$ cat src/rtl/uart_transmitter_pkg.sv
// Shared constants for the UART transmitter: FIFO geometry, LCR bit positions,
// transmitter state codes and bit-period tick reload values.
package uart_transmitter_pkg;

  localparam int UART_FIFO_WIDTH     = 8;
  localparam int UART_FIFO_COUNTER_W = 5;

  // LCR bit positions ([1:0] is the word-length field)
  localparam int UART_LC_BITS = 0;
  localparam int UART_LC_SB   = 2;
  localparam int UART_LC_PE   = 3;
  localparam int UART_LC_EP   = 4;
  localparam int UART_LC_SP   = 5;
  localparam int UART_LC_BC   = 6;

  typedef enum logic [2:0] {
    UART_TX_IDLE   = 3'd0,
    UART_TX_START  = 3'd1,
    UART_TX_DATA   = 3'd2,
    UART_TX_PARITY = 3'd3,
    UART_TX_STOP   = 3'd4
  } tx_state_e;

  // Tick counter reloads: a bit of N ticks ends on the tick that finds 0
  localparam logic [4:0] TICKS_BIT_M1 = 5'd15;
  localparam logic [4:0] TICKS_1P5_M1 = 5'd23;
  localparam logic [4:0] TICKS_2_M1   = 5'd31;

endpackage

$ cat src/rtl/uart_transmitter.sv
// UART serial transmit engine: pops one FIFO character per frame and shifts it
// out LSB first with 16x oversampled bit timing, optional parity and break.
module uart_transmitter
  import uart_transmitter_pkg::*;
#(
  parameter int FIFO_WIDTH     = UART_FIFO_WIDTH,
  parameter int FIFO_COUNTER_W = UART_FIFO_COUNTER_W
) (
  input  logic                      clk,
  input  logic                      rst_n,
  input  logic                      enable,
  input  logic [7:0]                lcr,
  input  logic [FIFO_WIDTH-1:0]     tf_data,
  input  logic [FIFO_COUNTER_W-1:0] tf_count,
  output logic                      tf_pop,
  output logic                      stx_pad_o,
  output logic [2:0]                tstate,
  output logic                      tx_busy
);

  tx_state_e  state_q, state_d;
  logic [4:0] tick_q, tick_d;
  logic [2:0] bit_q, bit_d;
  logic [7:0] shift_q, shift_d;
  logic [5:0] cfg_q, cfg_d;
  logic       par_q, par_d;
  logic       pop_q, pop_d;
  logic       stx_q, stx_d;
  logic       busy_q, busy_d;
  logic       serial;
  logic [4:0] stop_m1;
  logic       unused_lcr;

  assign unused_lcr = lcr[7];

  function automatic logic parity_bit(input logic [7:0] data, input logic [5:0] cfg);
    logic [7:0] mask;
    mask = 8'hFF >> (2'd3 - cfg[UART_LC_BITS+:2]);
    if (cfg[UART_LC_SP]) return ~cfg[UART_LC_EP];
    if (cfg[UART_LC_EP]) return ^(data & mask);
    return ~^(data & mask);
  endfunction

  // 1.5 stop bits only exist for 5-bit words; other lengths get 2
  assign stop_m1 = !cfg_q[UART_LC_SB]               ? TICKS_BIT_M1 :
                   (cfg_q[UART_LC_BITS+:2] == 2'b00) ? TICKS_1P5_M1 : TICKS_2_M1;

  always_comb begin
    state_d = state_q;
    tick_d  = tick_q;
    bit_d   = bit_q;
    shift_d = shift_q;
    cfg_d   = cfg_q;
    par_d   = par_q;
    pop_d   = 1'b0;
    case (state_q)
      UART_TX_IDLE: begin
        // pop strobe occupies one IDLE clk; data is taken as it leaves the FIFO
        if (pop_q) begin
          shift_d = tf_data[7:0];
          cfg_d   = lcr[5:0];
          par_d   = parity_bit(tf_data[7:0], lcr[5:0]);
          tick_d  = TICKS_BIT_M1;
          state_d = UART_TX_START;
        end else if (tf_count != '0) begin
          pop_d = 1'b1;
        end
      end
      UART_TX_START, UART_TX_DATA, UART_TX_PARITY, UART_TX_STOP: begin
        if (enable) begin
          if (tick_q != 5'd0) begin
            tick_d = tick_q - 5'd1;
          end else begin
            tick_d = TICKS_BIT_M1;
            case (state_q)
              UART_TX_START: begin
                state_d = UART_TX_DATA;
                bit_d   = {1'b0, cfg_q[UART_LC_BITS+:2]} + 3'd4;
              end
              UART_TX_DATA: begin
                shift_d = shift_q >> 1;
                if (bit_q != 3'd0) begin
                  bit_d = bit_q - 3'd1;
                end else if (cfg_q[UART_LC_PE]) begin
                  state_d = UART_TX_PARITY;
                end else begin
                  state_d = UART_TX_STOP;
                  tick_d  = stop_m1;
                end
              end
              UART_TX_PARITY: begin
                state_d = UART_TX_STOP;
                tick_d  = stop_m1;
              end
              default: state_d = UART_TX_IDLE;
            endcase
          end
        end
      end
      default: state_d = UART_TX_IDLE;
    endcase
  end

  // Line level follows the next state so stx changes on the same edge as tstate
  always_comb begin
    serial = 1'b1;
    case (state_d)
      UART_TX_START:  serial = 1'b0;
      UART_TX_DATA:   serial = shift_d[0];
      UART_TX_PARITY: serial = par_d;
      default:        serial = 1'b1;
    endcase
    stx_d  = serial & ~lcr[UART_LC_BC];
    busy_d = (state_d != UART_TX_IDLE);
  end

  always_ff @(posedge clk or negedge rst_n) begin
    if (!rst_n) begin
      state_q <= UART_TX_IDLE;
      tick_q  <= '0;
      bit_q   <= '0;
      shift_q <= '0;
      cfg_q   <= '0;
      par_q   <= 1'b0;
      pop_q   <= 1'b0;
      stx_q   <= 1'b1;
      busy_q  <= 1'b0;
    end else begin
      state_q <= state_d;
      tick_q  <= tick_d;
      bit_q   <= bit_d;
      shift_q <= shift_d;
      cfg_q   <= cfg_d;
      par_q   <= par_d;
      pop_q   <= pop_d;
      stx_q   <= stx_d;
      busy_q  <= busy_d;
    end
  end

  assign tf_pop    = pop_q;
  assign stx_pad_o = stx_q;
  assign tstate    = state_q;
  assign tx_busy   = busy_q;

endmodule

$ cat config.mk
export PLATFORM = sky130hd
export DESIGN_NAME = uart_transmitter
export DESIGN_NICKNAME = d
export VERILOG_FILES = /design/src/rtl/uart_transmitter_pkg.sv /design/src/rtl/uart_transmitter.sv
export SDC_FILE = /design/constraint.sdc
export NUM_CORES = 1
export LEC_CHECK = 0
export BUFFER_PORTS_ARGS = -buffer_cell sky130_fd_sc_hd__buf_2
export CORE_MARGIN = 2
export CORE_UTILIZATION = 33
export DETAILED_ROUTE_END_ITERATION = 16
export SLEW_MARGIN = 10
export SYNTH_ARGS = -nofsm -noshare
export SYNTH_HDL_FRONTEND = slang
export SYNTH_SLANG_ARGS = --single-unit
$ cat constraint.sdc
create_clock -name clk -period 3.68 [get_ports clk]
set_input_delay 0.736 -clock clk [delete_from_list [all_inputs] [get_ports clk]]
set_output_delay 0.736 -clock clk [all_outputs]
set_load 0.005 [all_outputs]
# Yosys cells after proc, flatten, opt, wreduce, memory -nomap -nowiden

Index checks and enable logic that the tools add are counted.

Output and inout port bits: 6
Memory bits (writable): 0
Bits of input ports: 24
ROM bits: 0
Logic and storage cells: 87
Memories: 0
Bits in latches: 0
Bits in registers: 27

Eq/ne operators: 12
Shift operators: 1
$add $sub $neg: 4
Reduce and logical (&&, ||, !) cells: 15
Bitwise logic cells: 5
Multiply operators: 0
Mux-type cells: 40
Divide/modulo/power cells: 0
Magnitude comparators: 0

Operators by type and width:

| operator                                         | count |
|---|---|
| 2-to-1 mux 8 bit                                 | 4 |
| 2-to-1 mux 5 bit                                 | 6 |
| case mux 5 bit (2 select lines)                  | 2 |
| 2-to-1 mux 3 bit                                 | 6 |
| 2-to-1 mux 1 bit                                 | 16 |
| case mux 8 bit (2 select lines)                  | 1 |
| == test 3 x 2 -> 1 bit, second input constant    | 4 |
| case mux 3 bit (2 select lines)                  | 2 |
| != test 2 bit, second input constant             | 5 |
| AND reduction 5 bit                              | 2 |
| nonzero test 5 bit                               | 2 |
| case mux 3 bit (3 select lines)                  | 1 |
| AND 8 bit                                        | 1 |
| XNOR reduction 8 bit                             | 1 |
| parity 8 bit                                     | 1 |
| >> shifter 8 x 2 -> 8 bit, first input constant  | 1 |
| == test 3 x 1 -> 1 bit, second input constant    | 2 |
| nonzero test 3 bit                               | 2 |
| subtractor 5 x 1 -> 5 bit, second input constant | 1 |
| 2-to-1 mux 4 bit                                 | 1 |
| nonzero test 2 bit                               | 2 |
| OR reduction 4 bit                               | 1 |
| adder 2 x 3 -> 3 bit, second input constant      | 1 |
| == test 3 bit, second input constant             | 1 |
| 9 further kinds                                  | 11 |

# Logic depth before layout (Yosys ltp)

Gate-level depths: netlist of run 1.

Depth after elaboration: 12
Gate-level depth with buffers: 8

# Worst setup path before layout of run 1

Ideal clock, no wire load.

Kind: register -> register
Start point: register tick_q[0]
End point: register stx_q (netlist: stx_pad_o)
Cell stages (with the launch flop): 9
Setup slack: 1.550 ns
Required time: 3.603 ns
Setup time: 0.077 ns
Clock period less this slack: 2.130 ns
Data arrival time: 2.053 ns
Path through: dfrtp_1 inv_1 ha_1 or4b_1 buf_2 nor4_4 nor2_1 a2111o_1 a31oi_1

Word-level cells in the longest chain between the ends: 7
Elaborated cells on any way between the ends: 12
Classes of those cells: eq/ne (3); mux (7); bitwise (1); reduce/logical (1)

RTL lines:

| element                                                                 | line                    | text |
|---|---|---|
| start, declared                                                         | uart_transmitter.sv:22  | `logic [4:0] tick_q, tick_d;` |
| start signal, assigned                                                  | uart_transmitter.sv:130 | `tick_q <= tick_d;` |
| nonzero test 5 bit *                                                    | uart_transmitter.sv:71  | `if (tick_q != 5'd0) begin` |
| 2-to-1 mux 3 bit                                                        | uart_transmitter.sv:71  |  |
| 2-to-1 mux 3 bit                                                        | uart_transmitter.sv:70  | `if (enable) begin` |
| case mux 3 bit (2 select lines)                                         | uart_transmitter.sv:56  | `case (state_q)` |
| == test 3 x 2 -> 1 bit / == test 3 x 1 -> 1 bit (equally long branches) | uart_transmitter.sv:107 | `case (state_d)` |
| case mux 1 bit (3 select lines) *                                       | uart_transmitter.sv:107 |  |
| AND 1 bit *                                                             | uart_transmitter.sv:113 | `stx_d = serial & ~lcr[UART_LC_BC];` |
| named net stx_d                                                         | uart_transmitter.sv:28  | `logic stx_q, stx_d;` |
| end signal, assigned                                                    | uart_transmitter.sv:136 | `stx_q <= stx_d;` |
| end, declared                                                           | uart_transmitter.sv:28  |  |

Mark *: on every way through the listed nets, which the timed path passes. The rest lies on a longest branch. The select of a mux whose other input is x is not followed.
A chain may end at the register's enable or synchronous reset.

# Worst setup path after layout of run 1

Start point: register tick_q[0]
End point: register bit_q[2]

Word-level cells in the longest chain between the ends: 3

RTL lines:

| element                       | line                    | text |
|---|---|---|
| nonzero test 5 bit            | uart_transmitter.sv:71  |  |
| NOT 1 bit (no line)           | --                      |  |
| AND reduction 5 bit (no line) | --                      |  |
| end signal, assigned          | uart_transmitter.sv:131 | `bit_q <= bit_d;` |
| end, declared                 | uart_transmitter.sv:23  | `logic [2:0] bit_q, bit_d;` |

Every way passes these cells.

==> metrics.txt, run 1 <==
status=completed; Leak=roughly 0.85 nW; io pins=30; area of the mapped netlist=1560 µm²; Pre-antenna DRT Iters=4; Clock Path Buffers=2; clock net sink count=27; Max Cap Viol=0; post-cts resize count=0; CP startpoint kind=flip-flop; Clock Skew=around 0.0033 ns; layout cells sized above 1=between 20% and 30%; Clock transition at path regs=0.09 ns; Net Sw Power=about 340 µW; CP max FO=7; Cell variety after synth=51; Vias=approximately 1300; Final Cycle Share=between 60% and 70%; peak supply drop=roughly 0.00025 V; RSZ-0062 raised after global routing=no; Area Overhead vs Synth=14.4%; initial antenna violation count=0; Worst slew margin=between 40% and 50%; worst slew pin tran=a little over 0.8 ns; CTS root buf=clkbuf_8; ANT nets after route=0; main flop type after synthesis=dfrtp_1; Crit Path Class=reg -> reg; CP required=about 3.8 ns; FF-to-FF path depth=7; Comb pwr share=between 30 and 40%; first-pass GRT wire length=5760 µm; GRT Resource Usage Total=approximately 14%; vias in the first global route=about 1200; Overall Power=approximately 970 µW; nets@finish=217; synth top area cells=dfrtp_1 42%, inv_1 4.1%, nand2_1 4.1%; Synth top area share=a little over two fifths; placer congestion estimate=0.768; crit end category=flip-flop; pwr dens=545 nW/µm²; Reg-to-Reg End=bit_q[2]$_DFFE_PN0P_; commonest non-fill, non-tap cell in the layout=buf_2; Avg WL per Cell=approximately 14 µm; Crit path depth=7; post-synthesis async set-or-reset flop share=100%; Seq/Total Area, Yosys=between 40% and 50%; Cells after Synth=163; starting DRC count in detailed routing=88; hold_ws=0.469 ns; post-CTS setup buffers=0; Net Count, Synth=roughly 190; Via density=~5.4; Net Sw Frac=34.9%; Antenna Cells=0; largest net degree at the start of global routing=28; CP Data Arrival Time=around 2.6 ns; r2r setup slk=between 1 and 1.5 ns; # hold bufs at CTS=0; DIE WIDTH=about 73 µm; most frequent cells in the layout=28 x buf_2, 26 x dfrtp_1, 17 x inv_1, 17 x nand2_1, 9 x nor2_1; Syn. warnings=0; Largest stage delay, worst path=a little over 0.6 ns; Worst Path Buf+Inv=1; clock power share=approximately 17%; Hold Path Class=in -> async; Final setup viols=0; Core ar.=approximately 4600 µm²; register share of total power=between 40% and 50%; CP max stage cell=nor4b_1; Reg-to-Reg Start=tick_q[0]$_DFFE_PN0P_; DRT Wirelength=roughly 3400 µm; Int Pwr=~630 µW; Worst path top cell family by delay=simple AND/OR/NAND/NOR gates; Synth area leader=dfrtp_1; Post-synth EDFFs=0; H-tree level count=1; total global routing overflow=0; Hold Violations, Final=0; die area=around 5300 µm²; post-DP HPWL=2500 µm; setup TNS=0 ns; syn_area_per_cell=between 9 and 10 µm²; Pins Over Slew Limit=0; die height=slightly above 70 µm; Synth Register Bits=27; starting density of the core=33.7%; Max Clock Freq=between 400 and 500 MHz; DRC viols=0; worst setup path end=bit_q[2]$_DFFE_PN0P_; CTS tree=built; Critical Path Source=tick_q[0]$_DFFE_PN0P_; FP Rows=25; total CTS buffers=3; I/O Buffers=28; Final min period=about 2.4 ns; Critical Path, Cell by Cell=inv_1 -> ha_1 -> nor4b_1 -> nand2_1 -> nor3_2 -> nand3_1 -> o22a_1; Clock Latency Late Sink=between 0.2 and 0.3 ns
==> layer usage <==
layer	vias up	GRT usage (%)	routed length, µm
met5	-	0	0
met1	625	20.1	1650
met2	30	20.9	1510
li1	645	-	-
met4	0	3.70	35
met3	5	2.35	159
==> layout make-up <==
class,instances,area (µm²)
clock buffer,4,45.0
timing repair buffer,28,140
inverter,17,63.8
fill,492,2840
sequential,27,677
tap,54,67.6
multi-input combinational,112,792
==> flip-flops by register name, summed over array words and instances (netlist names) <==
signal     count
bit_q          3
tstate         3
cfg_q          4
stx_pad_o      1
shift_q        8
par_q          1
tick_q         5
tx_busy        1
tf_pop         1
==> cells by family after synthesis <==
group / count (synthesis) / share of synthesized area [%]
muxes: 3 / 2.08
and+or+nand+nor: 54 / 19.4
AOI/OAI and AO/OA: 45 / 21.8
DFF: 27 / 43.4
adders and majority gates: 4 / 3.21
xor gates and xnor gates: 6 / 4.25
buffers and inverters: 24 / 5.85
==> per-stage QoR <==
stage               std cells  worst slack, ns  utilization (%)  instance area, µm²
floorplan                 163             1.55                -                1560
global placement          238             1.34             37.6                1740
global route              242             1.11             38.6                1790
CTS                       242             1.28             38.6                1790
finish                    242             1.29             38.6                1790
detailed placement        238             1.29             37.6                1740
==> cells in the mapped netlist, types with 4 or more instances <==
cell / n
xnor2_1: 4
nor2_1: 9
nand4_1: 4
a21oi_1: 4
dfrtp_1: 26
o21a_1: 4
o21ai_0: 5
nand3_1: 4
inv_1: 17
o211ai_1: 4
nand2_1: 17
nor3_1: 4
ha_1: 4
a222oi_1: 6
clkbuf_1: 6
==> worst reg2reg max path: cells and delay by family (launching register included) <==
family	cells	cell delay [ns]
simple gates	4	1.39
flops	1	0.42
buf+inv	1	0.09
fa+ha+maj	1	0.19
compound gates	1	0.20
==> worst min-delay path by stage <==
stage	startpoint	depth (start not counted)	endpoint	slack (ns)
detailed placement	shift_q[2]$_DFFE_PN0P_	2	shift_q[2]$_DFFE_PN0P_	0.48
global placement	shift_q[5]$_DFFE_PN0P_	2	shift_q[5]$_DFFE_PN0P_	0.48
global route	rst_n	1	bit_q[2]$_DFFE_PN0P_	0.52
CTS	rst_n	1	bit_q[2]$_DFFE_PN0P_	0.49
finish	rst_n	1	tstate[2]$_DFF_PN0_	0.47
floorplan	rst_n	0	bit_q[0]$_DFFE_PN0P_	0.44
==> power by group through the flow <==
| stage | Sequential, mW | Combinational [mW] | Clock (mW) |
|---|---|---|---|
| 2_1_floorplan | 0.456 | 0.254 | 0 |
| 3_3_place_gp | 0.485 | 0.322 | 0 |
| 3_5_place_dp | 0.487 | 0.328 | 0 |
| 4_1_cts | 0.481 | 0.328 | 0.177 |
| 5_1_grt | 0.495 | 0.373 | 0.191 |
| 6_report | 0.482 | 0.323 | 0.169 |
(Power assumes the default switching activity.)
==> run 2, diff against run 1 <==
Settings changed: ABC_AREA set to 1.
Clock period 3.68 ns to 2.35 ns, I/O delays scaled along.
==> metrics.txt, run 2 <==
post-cts resize count=0 (unchanged); DRC viols=0 (unchanged); die height=76.0 µm (was 72.8 µm); Core ar.=5040 µm² (was 4630 µm²); total CTS buffers=3 (unchanged); GRT Resource Usage Total=12.9% (was 13.7%); RSZ-0062 raised after global routing=no (unchanged); CTS tree=built (unchanged); CP startpoint kind=flip-flop (unchanged); Leak=1.01 nW (was 0.850 nW); Antenna Cells=0 (unchanged); Syn. warnings=0 (unchanged); Synth top cells by count=45 x nand2_1, 39 x inv_1, 26 x dfrtp_1 (was 26 x dfrtp_1, 17 x inv_1, 17 x nand2_1); vias in the first global route=1362 (was 1233); Cells after Synth=218 (was 163); first-pass GRT wire length=6150 µm (was 5760 µm); layout cells sized above 1=23.6% (was 20.2%); ANT nets after route=0 (unchanged); post-CTS setup buffers=0 (unchanged); Clock Latency Late Sink=0.28 ns (was 0.27 ns); Avg WL per Cell=10.6 µm (was 13.8 µm); # hold bufs at CTS=0 (unchanged); Synth Register Bits=27 (unchanged); Synth area leader=dfrtp_1 (unchanged); Post-synth EDFFs=0 (unchanged); area of the mapped netlist=1710 µm² (was 1560 µm²); Synth top area share=38.0% (was 41.7%); main flop type after synthesis=dfrtp_1 (unchanged); H-tree level count=1 (unchanged); DRT Wirelength=3400 µm (was 3350 µm); largest net degree at the start of global routing=28 (unchanged); Via density=4.51 (was 5.39); Vias=1443 (was 1305); Filler cells=534 (was 492); Max Clock Freq=539 MHz (was 418 MHz); Clock Path Buffers=2 (unchanged); post-synthesis async set-or-reset flop share=100% (unchanged); Pre-antenna DRT Iters=4 (unchanged); nets@finish=279 (was 217); Area Overhead vs Synth=15.9% (was 14.4%); CP max FO=7 (unchanged); Clock Skew=0.00141 ns (was 0.00335 ns); I/O Buffers=28 (unchanged); placer congestion estimate=0.758 (was 0.768); synth top area cells=dfrtp_1 38%, nand2_1 9.9%, inv_1 8.6% (was dfrtp_1 42%, inv_1 4.1%, nand2_1 4.1%); worst slew pin tran=0.604 ns (was 0.820 ns); hold_ws=0.183 ns (was 0.469 ns); CTS root buf=clkbuf_8 (unchanged); Cell variety after synth=40 (was 51); CP required=2.52 ns (was 3.84 ns); Top reg by flops=shift_q (unchanged); Seq/Total Area, Yosys=39.5% (was 43.4%); Crit Path Class=reg -> reg (unchanged); max reg flops=8 (unchanged); DP Area=1930 µm² (was 1740 µm²); Max Cap Viol=0 (unchanged); Net Count, Synth=246 (was 191); count leader, synth=nand2_1 (was dfrtp_1); syn_area_per_cell=7.85 µm² (was 9.57 µm²); total global routing overflow=0 (unchanged); Multi-input gate area=845 µm² (was 792 µm²); clock net sink count=27 (unchanged); most frequent cells in the layout=45 x nand2_1, 39 x inv_1, 28 x buf_2 (was 28 x buf_2, 26 x dfrtp_1, 17 x inv_1, 17 x nand2_1, 9 x nor2_1); starting DRC count in detailed routing=45 (was 88); register area=677 µm² (unchanged); setup TNS=0 ns (unchanged); peak supply drop=0.000285 V (was 0.000253 V); io pins=30 (unchanged); Final min period=1.85 ns (was 2.39 ns); pwr dens=876 nW/µm² (was 545 nW/µm²); Hold Violations, Final=0 (unchanged); Largest regs=shift_q: 8 flops, tick_q: 5 flops, cfg_q: 4 flops (unchanged); commonest non-fill, non-tap cell in the layout=nand2_1 (was buf_2); Final setup viols=0 (unchanged); status=completed (unchanged); post-DP HPWL=2630 µm (was 2500 µm); Final Cycle Share=78.9% (was 65.1%); crit end category=flip-flop (unchanged); Worst slew margin=59.8% (was 45.3%); FP Rows=26 (was 25); DIE WIDTH=76.0 µm (was 72.8 µm); Pins Over Slew Limit=0 (unchanged); CP Data Arrival Time=2.03 ns (was 2.56 ns); Hold Path Class=in -> async (unchanged); Clock transition at path regs=0.10 ns (was 0.09 ns); starting density of the core=33.9% (was 33.7%); die area=5780 µm² (was 5290 µm²); Design Area, Final=1980 µm² (was 1790 µm²); initial antenna violation count=0 (unchanged)
==> run 2: path summary, 6_finish.rpt <==
path	cells past startpoint	slack [ns]	startpoint	end
worst min-delay path	1	0.18	rst_n	tick_q[2]$_DFFE_PN0P_
worst min register to register	1	0.48	bit_q[2]$_DFFE_PN0P_	bit_q[2]$_DFFE_PN0P_
worst max register to register	11	0.50	tick_q[0]$_DFFE_PN0P_	bit_q[2]$_DFFE_PN0P_
min in group clk	4	0.36	lcr[6]	stx_pad_o$_DFF_PN1_
max in group asynchronous	1	1.78	rst_n	shift_q[2]$_DFFE_PN0P_
worst max-delay path	11	0.50	tick_q[0]$_DFFE_PN0P_	bit_q[2]$_DFFE_PN0P_
==> run 2: cells by family (layout without fill, tap and decap cells) <==
logic type | after synthesis | in the layout | synth area share, %
AO/OA/AOI/OAI | 42 | 42 | 17.0
flip-flops | 27 | 27 | 39.5
buffers and inverters | 47 | 79 | 11.1
XOR/XNOR | 5 | 5 | 2.56
adder cells (fa/ha/maj) | 4 | 4 | 2.92
AND/OR/NAND/NOR | 93 | 93 | 26.8
==> run 2: stage by stage <==
step	utilization [%]	setup WS, ns	std cells	power [mW]
global placement	38.3	0.537	316	1.46
detailed placement	38.3	0.502	316	1.47
CTS	39.3	0.493	320	1.77
global route	39.3	0.294	320	1.91
floorplan	-	0.709	218	1.28
finish	39.3	0.496	320	1.74
==> run 2: area by class of cell <==
| cell class | count | area share, % |
|---|---|---|
| multi-input combinational | 144 | 42.6 |
| timing repair buffer | 29 | 7.44 |
| clock buffer | 3 | 2.08 |
| sequential | 27 | 34.1 |
| tap | 70 | 4.42 |
| inverter | 46 | 8.90 |
| clock inverter | 1 | 0.442 |
==> run 2: power by group <==
group	internal [mW]	switching, mW
sequential	0.636	0.0818
clock	0.125	0.162
combinational	0.269	0.463
total	1.03	0.707
==> run 2: critical path, stage by stage (launching register included) <==
cell,delay [ns]
dfrtp_1,0.39
inv_1,0.10
ha_1,0.20
nand3_4,0.12
nor2_4,0.22
inv_2,0.09
nor2_1,0.13
o211ai_2,0.15
clkinv_1,0.08
nand2_1,0.06
a22oi_1,0.13
o21ai_1,0.08
==> run 2: routing by layer <==
layer / global-route usage (%) / wire [µm] / vias up
met3: 2.96 / 160 / 2
met2: 21.5 / 1550 / 36
met1: 17.0 / 1670 / 633
met4: 3.27 / 22 / 0
li1: - / - / 772
met5: 0 / 0 / -
==> run 3, diff against run 2 <==
Clock period 2.35 ns to 1.81 ns, I/O delays scaled along.
==> metrics.txt, run 3 (synthesis gave the netlist of run 2 again) <==
Top reg by flops=shift_q (unchanged); post-DP HPWL=2700 µm (was 2630 µm); ANT nets after route=0 (unchanged); Final setup viols=0 (unchanged); Clock transition at path regs=0.09 ns (was 0.10 ns); clock net sink count=27 (unchanged); Clock Latency Late Sink=0.27 ns (was 0.28 ns); total global routing overflow=0 (unchanged); largest net degree at the start of global routing=28 (unchanged); most frequent cells in the layout=45 x nand2_1, 38 x inv_1, 28 x buf_2 (was 45 x nand2_1, 39 x inv_1, 28 x buf_2); Max Clock Freq=584 MHz (was 539 MHz); Clock Skew=0.00191 ns (was 0.00141 ns); Core ar.=5040 µm² (unchanged); Reg-to-Reg End=bit_q[2]$_DFFE_PN0P_ (unchanged); CP startpoint kind=flip-flop (unchanged); # hold bufs at CTS=0 (unchanged); I/O Buffers=28 (unchanged); total CTS buffers=3 (unchanged); Hold Path Class=in -> async (unchanged); Antenna Cells=0 (unchanged); Reg-to-Reg Start=tick_q[0]$_DFFE_PN0P_ (unchanged); die height=76.0 µm (unchanged); Pins Over Slew Limit=0 (unchanged); Worst Path Buf+Inv=3 (unchanged); commonest non-fill, non-tap cell in the layout=nand2_1 (unchanged); Via density=4.58 (was 4.51); layout cells sized above 1=27.1% (was 23.6%); die area=5780 µm² (unchanged); status=completed (unchanged); Clock Path Buffers=2 (unchanged); register share of total power=40.2% (was 41.3%); Hold Violations, Final=0 (unchanged); RSZ-0062 raised after global routing=yes (was no); Crit path top cell by count=inv_2; Max Cap Viol=0 (unchanged); Comb pwr share=44.9% (was 42.1%); io pins=30 (unchanged); peak supply drop=0.000379 V (was 0.000285 V); max reg flops=8 (unchanged); Design Area, Final=2070 µm² (was 1980 µm²); Final Core Density=41.0% (was 39.3%); DP Cell Count=321 (was 316); Avg WL per Cell=10.5 µm (was 10.6 µm); starting DRC count in detailed routing=46 (was 45); Critical Path, Cell by Cell=inv_2 -> ha_4 -> nand3_4 -> nor2_4 -> inv_2 -> nor2_2 -> o211ai_2 -> clkinv_1 -> nand2_1 -> a22oi_1 -> o21ai_1 (was inv_1 -> ha_1 -> nand3_4 -> nor2_4 -> inv_2 -> nor2_1 -> o211ai_2 -> clkinv_1 -> nand2_1 -> a22oi_1 -> o21ai_1); DRC viols=0 (unchanged); CTS root buf=clkbuf_8 (unchanged); worst slew pin tran=0.622 ns (was 0.604 ns); DP Area=1970 µm² (was 1930 µm²); Largest regs=shift_q: 8 flops, tick_q: 5 flops, cfg_q: 4 flops (unchanged); Filler cells=531 (was 534); initial antenna violation count=0 (unchanged); Crit Path Class=reg -> reg (unchanged); CP required=1.97 ns (was 2.52 ns); CP Data Arrival Time=1.88 ns (was 2.03 ns); final std cells w/o fill=328 (was 320); Net Sw Power=941 µW (was 707 µW); Worst slew margin=58.5% (was 59.8%); Largest stage delay, worst path=0.40 ns (was 0.39 ns); placer congestion estimate=0.750 (was 0.758); H-tree level count=1 (unchanged); Pre-antenna DRT Iters=4 (unchanged); GRT Resource Usage Total=12.6% (was 12.9%); clock power share=14.9% (was 16.5%); setup TNS=0 ns (unchanged); DIE WIDTH=76.0 µm (unchanged); Area Overhead vs Synth=20.8% (was 15.9%); CP max FO=5 (was 7); vias in the first global route=1378 (was 1362); first-pass GRT wire length=5980 µm (was 6150 µm); Final Cycle Share=94.6% (was 78.9%); DRT Wirelength=3460 µm (was 3400 µm); Worst path top cell family by delay=simple AND/OR/NAND/NOR gates (unchanged); Crit path depth=11 (unchanged); Vias=1501 (was 1443); starting density of the core=33.9% (unchanged); r2r setup slk=0.1 ns (was 0.50 ns); Final min period=1.71 ns (was 1.85 ns); worst setup path end=bit_q[2]$_DFFE_PN0P_ (unchanged); CTS tree=built (unchanged); Leak=1.04 nW (was 1.01 nW); Critical Path Source=tick_q[0]$_DFFE_PN0P_ (unchanged); pwr dens=1130 nW/µm² (was 876 nW/µm²); Int Pwr=1.39 mW (was 1.03 mW); hold_ws=0.0926 ns (was 0.183 ns); FF-to-FF path depth=11 (unchanged); Net Sw Frac=40.4% (was 40.7%); CP max stage cell=dfrtp_1 (unchanged); FP Rows=26 (unchanged); nets@finish=287 (was 279); crit end category=flip-flop (unchanged)
[run 3: power groups by stage]
stage          clock network, mW  registers (mW)  logic, mW
5_1_grt                    0.381           0.972       1.19
2_1_floorplan                  0           0.930      0.727
3_3_place_gp                   0           0.943      0.976
6_report                   0.345           0.935       1.05
4_1_cts                    0.361           0.934      0.994
3_5_place_dp                   0           0.948      0.990
[run 3: what timing repair did]
item                       CTS  global route
setup buffers                0             3
setup endpoints to repair    0             5
gates resized for setup      0             6
[run 3: how the worst min path moves through the flow]
stage / start / to / slack (ns) / cells after the start
after global routing: rst_n / tstate[0]$_DFF_PN0_ / 0.14 / 1
after CTS: rst_n / tstate[2]$_DFF_PN0_ / 0.11 / 1
after global placement: rst_n / tick_q[2]$_DFFE_PN0P_ / 0.41 / 1
after detailed placement: rst_n / tick_q[2]$_DFFE_PN0P_ / 0.42 / 1
after floorplan: rst_n / bit_q[0]$_DFFE_PN0P_ / 0.07 / 0
final: rst_n / tick_q[2]$_DFFE_PN0P_ / 0.09 / 1
[run 3: area by class of cell]
class | instances | area, µm² | area share (%)
Clock buffer | 4 | 45.0 | 2.18
Inverter | 46 | 176 | 8.54
Multi-Input combinational cell | 144 | 873 | 42.3
Sequential cell | 27 | 677 | 32.7
Tap cell | 70 | 87.6 | 4.24
Timing Repair Buffer | 37 | 208 | 10.0
[run 3: through the flow]
| stage | power (mW) | worst slack, ns |
|---|---|---|
| final | 2.33 | 0.0969 |
| after global routing | 2.54 | -0.0478 |
| after CTS | 2.29 | 0.0162 |
| after detailed placement | 1.94 | 0.0298 |
| after global placement | 1.92 | 0.0879 |
| after floorplan | 1.66 | 0.169 |
[run 3: routing by layer]
| metal | global-route usage (%) | wire [µm] |
|---|---|---|
| met1 | 16.9 | 1760 |
| met2 | 20.5 | 1520 |
| met3 | 2.01 | 127 |
| met4 | 4.91 | 55 |
| met5 | 0 | 0 |
